==> config.mk <==
export PLATFORM = sky130hd
export DESIGN_NAME = vdb_vga_timing_gen_flat
export DESIGN_NICKNAME = d
export VERILOG_FILES = /design/src/rtl/vdb_vga_timing_gen_if.sv /design/src/rtl/vdb_vga_timing_gen.sv /design/src/flat_wrapper.sv
export SDC_FILE = /design/constraint.sdc
export NUM_CORES = 1
export LEC_CHECK = 0
export CAP_MARGIN = 20
export CORE_MARGIN = 3
export CORE_UTILIZATION = 45
export DETAILED_ROUTE_END_ITERATION = 10
export PLACE_DENSITY = 0.85
export SLEW_MARGIN = 10
export SYNTH_ARGS = -nofsm -noshare
export SYNTH_HDL_FRONTEND = slang
export SYNTH_SLANG_ARGS = --single-unit
==> constraint.sdc <==
create_clock -name clk -period 4.65 [get_ports clk]
set_input_delay 0.93 -clock clk [delete_from_list [all_inputs] [get_ports clk]]
set_output_delay 0.93 -clock clk [all_outputs]
set_load 0.03 [all_outputs]
==> src/rtl/vdb_vga_timing_gen_if.sv <==
// Purpose : pixel-source and VGA-output bundle of vdb_vga_timing_gen.
// Latency : none (wires only).
// Backpressure: none; the timing generator free-runs and the source must keep up.
//
// Signals:
//   pix_x/pix_y/pix_req : counter position offered to the external pixel source
//   pix_r/pix_g/pix_b   : external pixel colour for (pix_x, pix_y)
//   vga_r/g/b, vga_hs, vga_vs, vga_de : registered VGA outputs
//   frame_start/line_start : one-clk pulses aligned with the first active pixel
// modport master = timing generator, modport slave = pixel source / monitor.

interface vdb_vga_timing_gen_if #(
  parameter int XW      = 10,
  parameter int YW      = 10,
  parameter int COLOR_W = 4
);

  logic [XW-1:0]      pix_x;
  logic [YW-1:0]      pix_y;
  logic               pix_req;
  logic [COLOR_W-1:0] pix_r;
  logic [COLOR_W-1:0] pix_g;
  logic [COLOR_W-1:0] pix_b;
  logic [COLOR_W-1:0] vga_r;
  logic [COLOR_W-1:0] vga_g;
  logic [COLOR_W-1:0] vga_b;
  logic               vga_hs;
  logic               vga_vs;
  logic               vga_de;
  logic               frame_start;
  logic               line_start;

  modport master (
    output pix_x, pix_y, pix_req,
    input  pix_r, pix_g, pix_b,
    output vga_r, vga_g, vga_b, vga_hs, vga_vs, vga_de,
    output frame_start, line_start
  );

  modport slave (
    input  pix_x, pix_y, pix_req,
    output pix_r, pix_g, pix_b,
    input  vga_r, vga_g, vga_b, vga_hs, vga_vs, vga_de,
    input  frame_start, line_start
  );

endinterface

==> src/rtl/vdb_vga_timing_gen.sv <==
// Purpose : parametrised VGA sync/DE/colour generator with pixel-clock divider.
// Latency : one pixel period (CLK_DIV clk) from counter value to vga_* outputs.
// Backpressure: none; external pixel source must answer within CLK_DIV clk.
//
// Ports:
//   clk          system clock
//   rst_n        synchronous active-low reset
//   en           run enable; low clears divider/counters and idles outputs
//   pattern_sel  0 external, 1 colour bars, 2 checkerboard, 3 grey ramp
//   vga_if       master side of vdb_vga_timing_gen_if (pixel source + VGA outputs)
//
// Build option: define VDB_VGA_PATTERN_EN to compile in the test-pattern
// generator. Without it pattern_sel is ignored and colour always comes from
// pix_r/g/b.

module vdb_vga_timing_gen #(
  parameter int H_ACTIVE = 640,
  parameter int H_FP     = 16,
  parameter int H_SYNC   = 96,
  parameter int H_BP     = 48,
  parameter int V_ACTIVE = 480,
  parameter int V_FP     = 10,
  parameter int V_SYNC   = 2,
  parameter int V_BP     = 33,
  parameter bit HS_POL   = 1'b0,
  parameter bit VS_POL   = 1'b0,
  parameter int CLK_DIV  = 2,
  parameter int COLOR_W  = 4
) (
  input  logic                  clk,
  input  logic                  rst_n,
  input  logic                  en,
  input  logic [1:0]            pattern_sel,
  vdb_vga_timing_gen_if.master  vga_if
);

  localparam int H_TOTAL = H_ACTIVE + H_FP + H_SYNC + H_BP;
  localparam int V_TOTAL = V_ACTIVE + V_FP + V_SYNC + V_BP;
  localparam int XW      = $clog2(H_TOTAL);
  localparam int YW      = $clog2(V_TOTAL);
  localparam int DW      = (CLK_DIV > 1) ? $clog2(CLK_DIV) : 1;

  localparam logic [DW-1:0] DIV_LAST = DW'(CLK_DIV - 1);
  localparam logic [XW-1:0] H_LAST   = XW'(H_TOTAL - 1);
  localparam logic [YW-1:0] V_LAST   = YW'(V_TOTAL - 1);

  // Sync windows in counter units (line order: active, FP, sync, BP).
  localparam int H_SYNC_BEG = H_ACTIVE + H_FP;
  localparam int H_SYNC_END = H_ACTIVE + H_FP + H_SYNC;
  localparam int V_SYNC_BEG = V_ACTIVE + V_FP;
  localparam int V_SYNC_END = V_ACTIVE + V_FP + V_SYNC;

  localparam logic [COLOR_W-1:0] C_FULL = '1;
  localparam logic [COLOR_W-1:0] C_ZERO = '0;

  // ---------------------------------------------------------------------------
  // State
  // ---------------------------------------------------------------------------
  logic [DW-1:0]      div_q,         div_d;
  logic [XW-1:0]      hc_q,          hc_d;
  logic [YW-1:0]      vc_q,          vc_d;
  logic [COLOR_W-1:0] vga_r_q,       vga_r_d;
  logic [COLOR_W-1:0] vga_g_q,       vga_g_d;
  logic [COLOR_W-1:0] vga_b_q,       vga_b_d;
  logic               vga_hs_q,      vga_hs_d;
  logic               vga_vs_q,      vga_vs_d;
  logic               vga_de_q,      vga_de_d;
  logic               frame_start_q, frame_start_d;
  logic               line_start_q,  line_start_d;

  // Pixel-rate strobe. With CLK_DIV=1 every clock is a pixel.
  logic tick;
  assign tick = (CLK_DIV == 1) ? 1'b1 : (div_q == DIV_LAST);

  // ---------------------------------------------------------------------------
  // Decode of the current (pre-increment) counter position
  // ---------------------------------------------------------------------------
  logic de_now;
  logic hs_now;
  logic vs_now;
  logic fs_now;
  logic ls_now;

  always_comb begin
    de_now = (int'(hc_q) < H_ACTIVE) && (int'(vc_q) < V_ACTIVE);
    hs_now = ((int'(hc_q) >= H_SYNC_BEG) && (int'(hc_q) < H_SYNC_END)) ? HS_POL : ~HS_POL;
    vs_now = ((int'(vc_q) >= V_SYNC_BEG) && (int'(vc_q) < V_SYNC_END)) ? VS_POL : ~VS_POL;
    fs_now = (hc_q == '0) && (vc_q == '0);
    ls_now = (hc_q == '0) && (int'(vc_q) < V_ACTIVE);
  end

  // ---------------------------------------------------------------------------
  // Colour source selection
  // ---------------------------------------------------------------------------
  logic [COLOR_W-1:0] src_r;
  logic [COLOR_W-1:0] src_g;
  logic [COLOR_W-1:0] src_b;

`ifdef VDB_VGA_PATTERN_EN
  localparam int BAR_W = (H_ACTIVE / 8 > 0) ? (H_ACTIVE / 8) : 1;
  // Working width wide enough for hc[5], vc[5] and hc[COLOR_W+1:2] even on
  // tiny timings; upper bits are zero-extended.
  localparam int GW0 = (XW > YW) ? XW : YW;
  localparam int GW1 = (GW0 > COLOR_W + 2) ? GW0 : COLOR_W + 2;
  localparam int GW  = (GW1 > 6) ? GW1 : 6;

  logic [2:0]    bar_idx;
  logic [GW-1:0] hc_w;
  logic [GW-1:0] vc_w;
  logic          chk_on;

  always_comb begin
    // Bar index by threshold compare rather than a divider.
    bar_idx = 3'd0;
    for (int i = 1; i < 8; i++) begin
      if (int'(hc_q) >= i * BAR_W) begin
        bar_idx = 3'(i);
      end
    end

    hc_w   = GW'(hc_q);
    vc_w   = GW'(vc_q);
    chk_on = |((hc_w ^ vc_w) & GW'(32));

    src_r = vga_if.pix_r;
    src_g = vga_if.pix_g;
    src_b = vga_if.pix_b;
    case (pattern_sel)
      2'd1: begin
        // white, yellow, cyan, green, magenta, red, blue, black
        src_r = bar_idx[1] ? C_ZERO : C_FULL;
        src_g = bar_idx[2] ? C_ZERO : C_FULL;
        src_b = bar_idx[0] ? C_ZERO : C_FULL;
      end
      2'd2: begin
        src_r = chk_on ? C_FULL : C_ZERO;
        src_g = chk_on ? C_FULL : C_ZERO;
        src_b = chk_on ? C_FULL : C_ZERO;
      end
      2'd3: begin
        src_r = COLOR_W'(hc_w >> 2);
        src_g = COLOR_W'(hc_w >> 2);
        src_b = COLOR_W'(hc_w >> 2);
      end
      default: begin
        src_r = vga_if.pix_r;
        src_g = vga_if.pix_g;
        src_b = vga_if.pix_b;
      end
    endcase
  end
`else
  // Generator not built: pattern_sel has no effect.
  logic [1:0] sel_unused;
  assign sel_unused = pattern_sel;

  always_comb begin
    src_r = vga_if.pix_r;
    src_g = vga_if.pix_g;
    src_b = vga_if.pix_b;
  end
`endif

  // ---------------------------------------------------------------------------
  // Next-state: divider, counters and output register
  // ---------------------------------------------------------------------------
  always_comb begin
    div_d         = div_q;
    hc_d          = hc_q;
    vc_d          = vc_q;
    vga_r_d       = vga_r_q;
    vga_g_d       = vga_g_q;
    vga_b_d       = vga_b_q;
    vga_hs_d      = vga_hs_q;
    vga_vs_d      = vga_vs_q;
    vga_de_d      = vga_de_q;
    frame_start_d = 1'b0;
    line_start_d  = 1'b0;

    if (!en) begin
      // Idle looks exactly like reset so a restart begins at pixel (0,0).
      div_d    = '0;
      hc_d     = '0;
      vc_d     = '0;
      vga_r_d  = C_ZERO;
      vga_g_d  = C_ZERO;
      vga_b_d  = C_ZERO;
      vga_hs_d = ~HS_POL;
      vga_vs_d = ~VS_POL;
      vga_de_d = 1'b0;
    end else begin
      div_d = tick ? '0 : div_q + DW'(1);

      if (tick) begin
        if (hc_q == H_LAST) begin
          hc_d = '0;
          vc_d = (vc_q == V_LAST) ? '0 : vc_q + YW'(1);
        end else begin
          hc_d = hc_q + XW'(1);
        end

        // Output register captures the position the counters held before
        // this tick, giving one pixel period of latency for all fields.
        vga_de_d      = de_now;
        vga_hs_d      = hs_now;
        vga_vs_d      = vs_now;
        vga_r_d       = de_now ? src_r : C_ZERO;
        vga_g_d       = de_now ? src_g : C_ZERO;
        vga_b_d       = de_now ? src_b : C_ZERO;
        frame_start_d = fs_now;
        line_start_d  = ls_now;
      end
    end
  end

  always_ff @(posedge clk) begin
    if (!rst_n) begin
      div_q         <= '0;
      hc_q          <= '0;
      vc_q          <= '0;
      vga_r_q       <= C_ZERO;
      vga_g_q       <= C_ZERO;
      vga_b_q       <= C_ZERO;
      vga_hs_q      <= ~HS_POL;
      vga_vs_q      <= ~VS_POL;
      vga_de_q      <= 1'b0;
      frame_start_q <= 1'b0;
      line_start_q  <= 1'b0;
    end else begin
      div_q         <= div_d;
      hc_q          <= hc_d;
      vc_q          <= vc_d;
      vga_r_q       <= vga_r_d;
      vga_g_q       <= vga_g_d;
      vga_b_q       <= vga_b_d;
      vga_hs_q      <= vga_hs_d;
      vga_vs_q      <= vga_vs_d;
      vga_de_q      <= vga_de_d;
      frame_start_q <= frame_start_d;
      line_start_q  <= line_start_d;
    end
  end

  // ---------------------------------------------------------------------------
  // Outputs
  // ---------------------------------------------------------------------------
  assign vga_if.pix_x       = hc_q;
  assign vga_if.pix_y       = vc_q;
  assign vga_if.pix_req     = de_now;
  assign vga_if.vga_r       = vga_r_q;
  assign vga_if.vga_g       = vga_g_q;
  assign vga_if.vga_b       = vga_b_q;
  assign vga_if.vga_hs      = vga_hs_q;
  assign vga_if.vga_vs      = vga_vs_q;
  assign vga_if.vga_de      = vga_de_q;
  assign vga_if.frame_start = frame_start_q;
  assign vga_if.line_start  = line_start_q;

endmodule
==> src/flat_wrapper.sv <==
// flat-port wrapper written by rule: the top's interface ports become plain ports
module vdb_vga_timing_gen_flat 
#(
  parameter int H_ACTIVE = 640,
  parameter int H_FP     = 16,
  parameter int H_SYNC   = 96,
  parameter int H_BP     = 48,
  parameter int V_ACTIVE = 480,
  parameter int V_FP     = 10,
  parameter int V_SYNC   = 2,
  parameter int V_BP     = 33,
  parameter bit HS_POL   = 1'b0,
  parameter bit VS_POL   = 1'b0,
  parameter int CLK_DIV  = 2,
  parameter int COLOR_W  = 4
)
  (clk, rst_n, en, pattern_sel, vga_if_pix_x, vga_if_pix_y, vga_if_pix_req, vga_if_pix_r, vga_if_pix_g, vga_if_pix_b, vga_if_vga_r, vga_if_vga_g, vga_if_vga_b, vga_if_vga_hs, vga_if_vga_vs, vga_if_vga_de, vga_if_frame_start, vga_if_line_start);
  vdb_vga_timing_gen_if #(.COLOR_W(COLOR_W)) vga_if_i ();
  input  logic clk;
  input  logic rst_n;
  input  logic en;
  input  logic [1:0] pattern_sel;
  output wire logic [$bits(vga_if_i.pix_x)-1:0] vga_if_pix_x;
  output wire logic [$bits(vga_if_i.pix_y)-1:0] vga_if_pix_y;
  output wire logic [$bits(vga_if_i.pix_req)-1:0] vga_if_pix_req;
  input wire logic [$bits(vga_if_i.pix_r)-1:0] vga_if_pix_r;
  input wire logic [$bits(vga_if_i.pix_g)-1:0] vga_if_pix_g;
  input wire logic [$bits(vga_if_i.pix_b)-1:0] vga_if_pix_b;
  output wire logic [$bits(vga_if_i.vga_r)-1:0] vga_if_vga_r;
  output wire logic [$bits(vga_if_i.vga_g)-1:0] vga_if_vga_g;
  output wire logic [$bits(vga_if_i.vga_b)-1:0] vga_if_vga_b;
  output wire logic [$bits(vga_if_i.vga_hs)-1:0] vga_if_vga_hs;
  output wire logic [$bits(vga_if_i.vga_vs)-1:0] vga_if_vga_vs;
  output wire logic [$bits(vga_if_i.vga_de)-1:0] vga_if_vga_de;
  output wire logic [$bits(vga_if_i.frame_start)-1:0] vga_if_frame_start;
  output wire logic [$bits(vga_if_i.line_start)-1:0] vga_if_line_start;
  assign vga_if_pix_x = vga_if_i.pix_x;
  assign vga_if_pix_y = vga_if_i.pix_y;
  assign vga_if_pix_req = vga_if_i.pix_req;
  assign vga_if_i.pix_r = vga_if_pix_r;
  assign vga_if_i.pix_g = vga_if_pix_g;
  assign vga_if_i.pix_b = vga_if_pix_b;
  assign vga_if_vga_r = vga_if_i.vga_r;
  assign vga_if_vga_g = vga_if_i.vga_g;
  assign vga_if_vga_b = vga_if_i.vga_b;
  assign vga_if_vga_hs = vga_if_i.vga_hs;
  assign vga_if_vga_vs = vga_if_i.vga_vs;
  assign vga_if_vga_de = vga_if_i.vga_de;
  assign vga_if_frame_start = vga_if_i.frame_start;
  assign vga_if_line_start = vga_if_i.line_start;
  vdb_vga_timing_gen #(.H_ACTIVE(H_ACTIVE), .H_FP(H_FP), .H_SYNC(H_SYNC), .H_BP(H_BP), .V_ACTIVE(V_ACTIVE), .V_FP(V_FP), .V_SYNC(V_SYNC), .V_BP(V_BP), .HS_POL(HS_POL), .VS_POL(VS_POL), .CLK_DIV(CLK_DIV), .COLOR_W(COLOR_W)) u_core (.clk(clk), .rst_n(rst_n), .en(en), .pattern_sel(pattern_sel), .vga_if(vga_if_i));
endmodule
==> results of run 1 <==
==> sequential cells by signal (all words and copies together) (netlist names) <==
register / count
u_core.vga_if.pix_x: 10
u_core.vga_if.vga_b: 4
u_core.vga_if.vga_de: 1
u_core.vga_if.vga_r: 4
u_core.vga_if.frame_start: 1
u_core.vga_if.vga_vs: 1
u_core.vga_if.vga_g: 4
u_core.vga_if.vga_hs: 1
u_core.vga_if.line_start: 1
u_core.vga_if.pix_y: 10
u_core.div_q: 1
==> worst max-delay path, stage by stage, from the launching register on <==
cell and delay [ns]:
dfxtp_1 0.42, o21ai_0 0.24, nand2_1 0.10, nor2_1 0.09, clkdlybuf4s50_1 0.68
==> layer usage <==
| metal | routed length [um] | GRT usage [%] |
|---|---|---|
| met1 | 1640 | 23.20 |
| met2 | 1739 | 27.39 |
| met3 | 286 | 6.973 |
| met4 | 24 | 5.330 |
| met5 | 0 | 0 |
==> synth_stat cells <==
master     instances  share of area, %
nor3_1             2              0.61
xnor2_1            4               2.1
and3_1             2              0.77
a21o_1             1              0.46
and4_1             4               2.1
buf_2              1              0.31
or4_4              1              0.69
nor4_1             5               1.9
nand4_1            6               2.3
or2_2              1              0.38
nand2_1           14               3.2
nor2b_1            2              0.77
o22ai_1            1              0.38
a31oi_1            1              0.38
nor3b_1            3               1.4
xor2_1             9               4.8
nand2b_1           2              0.77
a22o_1            12               6.4
buf_4              1              0.46
nor4b_1            1              0.54
dfxtp_1           38                47
ha_1               4               3.1
a21oi_1            5               1.5
nor2_1            19               4.4
o32ai_1            2               1.1
nand4b_1           1              0.54
and2_1             1              0.38
or3_1              3               1.1
clkbuf_1           7               1.6
and4b_2            1              0.69
inv_1              4              0.92
nand4bb_1          1              0.69
o21ai_1            1              0.31
o21ai_0            4               1.2
nand4b_4           1               1.5
nand3_1            8               2.5
o311ai_0           2               1.1
==> placed cells by master, fill, tap and decap left out, drive strengths merged, types with 4 or more instances in the layout <==
cell type | netlist | routed
a21oi | 5 | 5
a22o | 12 | 12
and4 | 4 | 4
clkbuf | 7 | 6
clkdlybuf4s50 | 0 | 52
dfxtp | 38 | 38
ha | 4 | 4
inv | 4 | 4
nand2 | 14 | 14
nand3 | 8 | 8
nand4 | 6 | 6
nor2 | 19 | 19
nor4 | 5 | 5
o21ai | 5 | 5
xnor2 | 4 | 4
xor2 | 9 | 9
==> worst max-delay path by stage <==
| stage | startpoint | end | slack [ns] | cells after the start |
|---|---|---|---|---|
| CTS | u_core.vga_if.pix_x[8]$_SDFFE_PN0P_ | vga_if_pix_req | 1.82 | 4 |
| detailed placement | rst_n | u_core.vga_if.vga_r[3]$_SDFFE_PN0P_ | 1.56 | 5 |
| global route | u_core.vga_if.pix_x[8]$_SDFFE_PN0P_ | vga_if_pix_req | 1.70 | 4 |
| finish | u_core.vga_if.pix_x[8]$_SDFFE_PN0P_ | vga_if_pix_req | 1.84 | 4 |
| global placement | rst_n | u_core.vga_if.vga_r[0]$_SDFFE_PN0P_ | 1.59 | 5 |
| floorplan | rst_n | u_core.vga_if.vga_b[0]$_SDFFE_PN0P_ | 2.53 | 5 |
==> kinds of logic (layout without fill, tap and decap cells) <==
group                    Yosys count  count (layout)
XOR/XNOR                          13              13
AO/OA/AOI/OAI                     29              29
adder cells (fa/ha/maj)            4               4
AND/OR/NAND/NOR                   78              78
buffers and inverters             13              64
flip-flops                        38              38
==> layout make-up <==
type	count	share of cell area (%)
Multi-Input combinational cell	124	36.60
Sequential cell	38	34.02
Clock buffer	6	2.294
Timing Repair Buffer	52	23.28
Tap cell	46	2.574
Inverter	4	0.6715
Clock inverter	2	0.5596
==> where the power goes <==
part / internal [W] / switching, W / leakage [nW]
Clock: 0.0000727 / 0.000111 / 0.0343
Sequential: 0.000329 / 0.00000331 / 0.307
Combinational: 0.0000194 / 0.0000176 / 0.471
==> per-stage QoR <==
step,hold WS (ns),total power (W)
after floorplan,0.6213,0.0003556
after global placement,0.4320,0.0003760
after detailed placement,0.4501,0.0003767
after CTS,0.4818,0.0005583
after global routing,0.5066,0.0005752
final,0.4779,0.0005531
==> flow_summary.ini, run 1 <==
[critical_path]
r2r_slack_ns = 2.62
r2r-end = u_core.vga_if.pix_y[9]$_SDFFE_PN0P_
worst_r2r_startpoint = u_core.vga_if.pix_x[0]$_SDFFE_PN0P_
crit_arrival_ns = 1.88
crit_path_end_kind = output port
critPathKind = reg -> out
r2r_cells = 5
critPathLaunchType = flip-flop
crit_fanout = 8
cp.required_ns = 3.72

[power]
ir_worst_vdd_mv = 0.2313
power.density_mw_per_mm2 = 247.4
leakagePower_nw = 0.8125

[logic_synthesis]
synth_fp_nets = 196
synth_area_mm2 = 0.001633
yosys_warnings = 0
muxShareOfSynthArea_pct = 0
ys_seq_area_share_pct = 46.59
synth_compound_area_share_pct = 12.87
syn_inst = 175
post_synth.cell_area_avg_um2 = 9.330
synth_top_family_by_area = simple AND/OR/NAND/NOR gates
synth_fa_ha_area_share_pct = 3.065
yosys.area_share.simple_pct = 27.20
synth_cell_types = 37
ys_seq_elements = 38
synth-xor-area-share_pct = 6.973

[sta]
fin_crit_ns = 2.809
slew_violations = 0
hold_viol_final = 0
slew_headroom_pct = 39.51
grt_setup_unrepaired = false
skew_ns = 0.008147
fin_crit_sh_pct = 60.42
tns_ns = 0
fin_ws_ns = 1.841
worst_slew_pin_slew_ns = 0.9054
fmax_ghz = 0.3560
setup_viol_count_final = 0

[finish]
antenna_cells = 0
nNetsFinal = 246
multi_input_area_um2 = 818.3
seq_area_um2 = 760.7
final_cells = 272
post-route-util_pct = 65.46
stdcell_area_mm2 = 0.002236
fillers = 287
drive_above_1_share_pct = 5.310
area_growth_pct = 36.93

[clock_tree]
cts-root-buf = clkbuf_4
cts_sinks = 38
clockBufferDepth = 2
clkLatencyLatePin_ns = 0.35
ctsResizeCount = 0
cts_setup_buffers = 0
ctsHoldBuffers = 0
cts_tree = built
cts_max_level = 2
cts_buffers = 5
path_clk_slew_ns = 0.11

[global_route]
grt_max_degree = 15
antenna_found_initial = 0
track_usage_pct = 17.93
grt_pass1_vias = 1320
grt_pass1_wl_mm = 6.030
grt-ovfl-total = 0

[detailed_routing]
finalWirelength_mm = 3.690
via_count = 1478
ant_nets = 0
drc_errors = 0
drtIter0Drc = 68
vias_per_cell = 5.434
drt_pass1_iterations = 4
wl_per_cell_um = 13.57

[run]
drv_cap = 0

[placed_design]
place_ws_ns = 1.562
numPortBuffers = 52
place_congestion = 0.8941
place_inst = 264
postPlaceCellArea_mm2 = 0.002172
dpl.hpwl_mm = 2.698

[min_path]
hp-class = reg -> reg
hold_depth = 1
hold-path-endpoint = u_core.vga_if.vga_de$_SDFFE_PN0P_
worstHoldStart = u_core.vga_if.vga_de$_SDFFE_PN0P_

[die]
core_mm2 = 0.003416
dieArea_mm2 = 0.004387
initial_core_util_pct = 47.80
die_y_um = 66.24
die_w_um = 66.24
rows = 21
io_pins = 55

[status]
outcome = complete, no violations
Note: power is estimated with default switching activity, not from simulation.
==> run 2: changes to the inputs <==
==> constraint.sdc (replaced) <==
create_clock -name clk -period 2.6 [get_ports clk]
set_input_delay 0.52 -clock clk [delete_from_list [all_inputs] [get_ports clk]]
set_output_delay 0.52 -clock clk [all_outputs]
set_load 0.03 [all_outputs]
==> flow_summary.ini, run 2 (same netlist as run 1, synthesis figures left out) <==
[status]
outcome = complete, no violations

[die]
die_y_um = 66.24
core_mm2 = 0.003416
die_w_um = 66.24
io_pins = 55
dieArea_mm2 = 0.004387
initial_core_util_pct = 47.80
rows = 21

[clock_tree]
cts_buffers = 5
cts_tree = built
ctsHoldBuffers = 0
cts_sinks = 38
clockBufferDepth = 2
ctsResizeCount = 0
path_clk_slew_ns = 0.10
cts-root-buf = clkbuf_4
cts_max_level = 2
clkLatencyLatePin_ns = 0.34
cts_setup_buffers = 0

[critical_path]
slowest_delay_ns = 0.68
crit_slowest_cell = clkdlybuf4s50_1
worst_r2r_startpoint = u_core.vga_if.pix_x[1]$_SDFFE_PN0P_
r2r_slack_ns = 0.57
critPathLaunchType = flip-flop
crit_end = vga_if_pix_req
crit_path_start = u_core.vga_if.pix_x[8]$_SDFFE_PN0P_
crit_path_end_kind = output port
r2r_cells = 5
crit_arrival_ns = 1.85
crit_fanout = 8
r2r-end = u_core.vga_if.pix_y[7]$_SDFFE_PN0P_
cp_cell_sequence = o21ai_0 -> nand2_1 -> nor2_1 -> clkdlybuf4s50_1
critPathKind = reg -> out
cp.required_ns = 2.08

[power]
leakagePower_nw = 0.8293
ir_worst_vdd_mv = 0.3260
power.density_mw_per_mm2 = 420.2
pwr-share-comb_pct = 7.7
clkPwrFrac_pct = 29.6
swShare_pct = 23.43
p_switching_w = 0.0002215
p_seq_share_pct = 62.6
intPower_w = 0.0007238

[sta]
skew_ns = 0.005489
fin_crit_ns = 2.374
slew_headroom_pct = 59.19
setup_viol_count_final = 0
grt_setup_unrepaired = false
tns_ns = 0
fmax_ghz = 0.4213
fin_crit_sh_pct = 91.29
slew_violations = 0
hold_viol_final = 0
worst_slew_pin_slew_ns = 0.6080

[finish]
layout_common_cells = clkdlybuf4s50_1 (52), dfxtp_1 (38), nor2_1 (19)
antenna_cells = 0
area_growth_pct = 37.78
nNetsFinal = 250
final_common_cell = clkdlybuf4s50_1
stdcell_area_mm2 = 0.002250
drive_above_1_share_pct = 6.550

[global_route]
grt_max_degree = 15
track_usage_pct = 19.35
grt-ovfl-total = 0
grt_pass1_wl_mm = 6.472
antenna_found_initial = 0
grt_pass1_vias = 1474

[detailed_routing]
drt_pass1_iterations = 4
vias_per_cell = 5.407
drc_errors = 0
drtIter0Drc = 71
via_count = 1487
wl_per_cell_um = 13.75
finalWirelength_mm = 3.780
ant_nets = 0

[placed_design]
place_congestion = 0.8880
dpl.hpwl_mm = 2.858
postPlaceCellArea_mm2 = 0.002202
numPortBuffers = 52

[min_path]
hp-class = reg -> reg

[run]
drv_cap = 0
## run 2: changes by cell type in the layout (fill, tap and decap cells not counted), sizes merged
cell / before / now
buf: 0 / 4
clkinvlp: 1 / 0
clkinv: 1 / 2
clkbuf: 6 / 5
## run 2: routing by layer
metal  track usage, %  up-vias  routed length (um)
met2            30.36       47                1749
met5                0        -                   0
met3            5.782       10                 228
met4            8.629        0                  90
met1            24.27      683                1712
li1                 -      747                   -
## run 2: layout make-up
| class | count | area [um^2] |
|---|---|---|
| fill | 287 | 1166 |
| multi-input combinational | 124 | 818.3 |
| sequential | 38 | 760.7 |
| timing repair buffer | 56 | 550.5 |
| tap | 46 | 57.56 |
| clock buffer | 5 | 37.54 |
| inverter | 4 | 15.01 |
| clock inverter | 2 | 10.01 |
## run 2: power groups by stage
stage	Combinational (W)	Clock, W	Sequential, W
after CTS	0.0000733	0.000289	0.000592
after floorplan	0.0000196	0	0.000616
after global routing	0.0000785	0.000308	0.000593
after detailed placement	0.0000733	0	0.000605
final	0.0000731	0.000280	0.000592
after global placement	0.0000715	0	0.000605
## run 2: worst min path at each step
stage                                         from                             endpoint  slack [ns]  cells after the start
6_report         u_core.vga_if.vga_de$_SDFFE_PN0P_    u_core.vga_if.vga_de$_SDFFE_PN0P_        0.48                      1
5_1_grt          u_core.vga_if.vga_de$_SDFFE_PN0P_    u_core.vga_if.vga_de$_SDFFE_PN0P_        0.50                      1
4_1_cts          u_core.vga_if.vga_de$_SDFFE_PN0P_    u_core.vga_if.vga_de$_SDFFE_PN0P_        0.49                      1
3_5_place_dp   u_core.vga_if.vga_r[2]$_SDFFE_PN0P_  u_core.vga_if.vga_r[2]$_SDFFE_PN0P_        0.46                      1
3_3_place_gp     u_core.vga_if.vga_de$_SDFFE_PN0P_    u_core.vga_if.vga_de$_SDFFE_PN0P_        0.43                      1
2_1_floorplan              u_core.div_q$_SDFF_PP0_    u_core.vga_if.vga_vs$_SDFFE_PN1P_        0.62                      2
## run 2: metrics by stage
stage                     total power, W  hold WS [ns]  worst slack, ns  util, %  cells
after floorplan                0.0006361        0.6213           0.5606        -    175
after global placement         0.0006768        0.4317           0.4923    64.47    268
after detailed placement       0.0006787        0.4551           0.4237    64.47    268
after CTS                      0.0009542        0.4879           0.2011    65.86    275
after global routing           0.0009799        0.5025          0.05307    65.86    275
final                          0.0009453        0.4833           0.2264    65.86    275
## run 2: critical path: cells and delay by family (launching register included)
family	cells	cell delay, ns
buffers and inverters	1	0.68
AOI/OAI and AO/OA	1	0.23
and+or+nand+nor	2	0.19
DFF	1	0.41
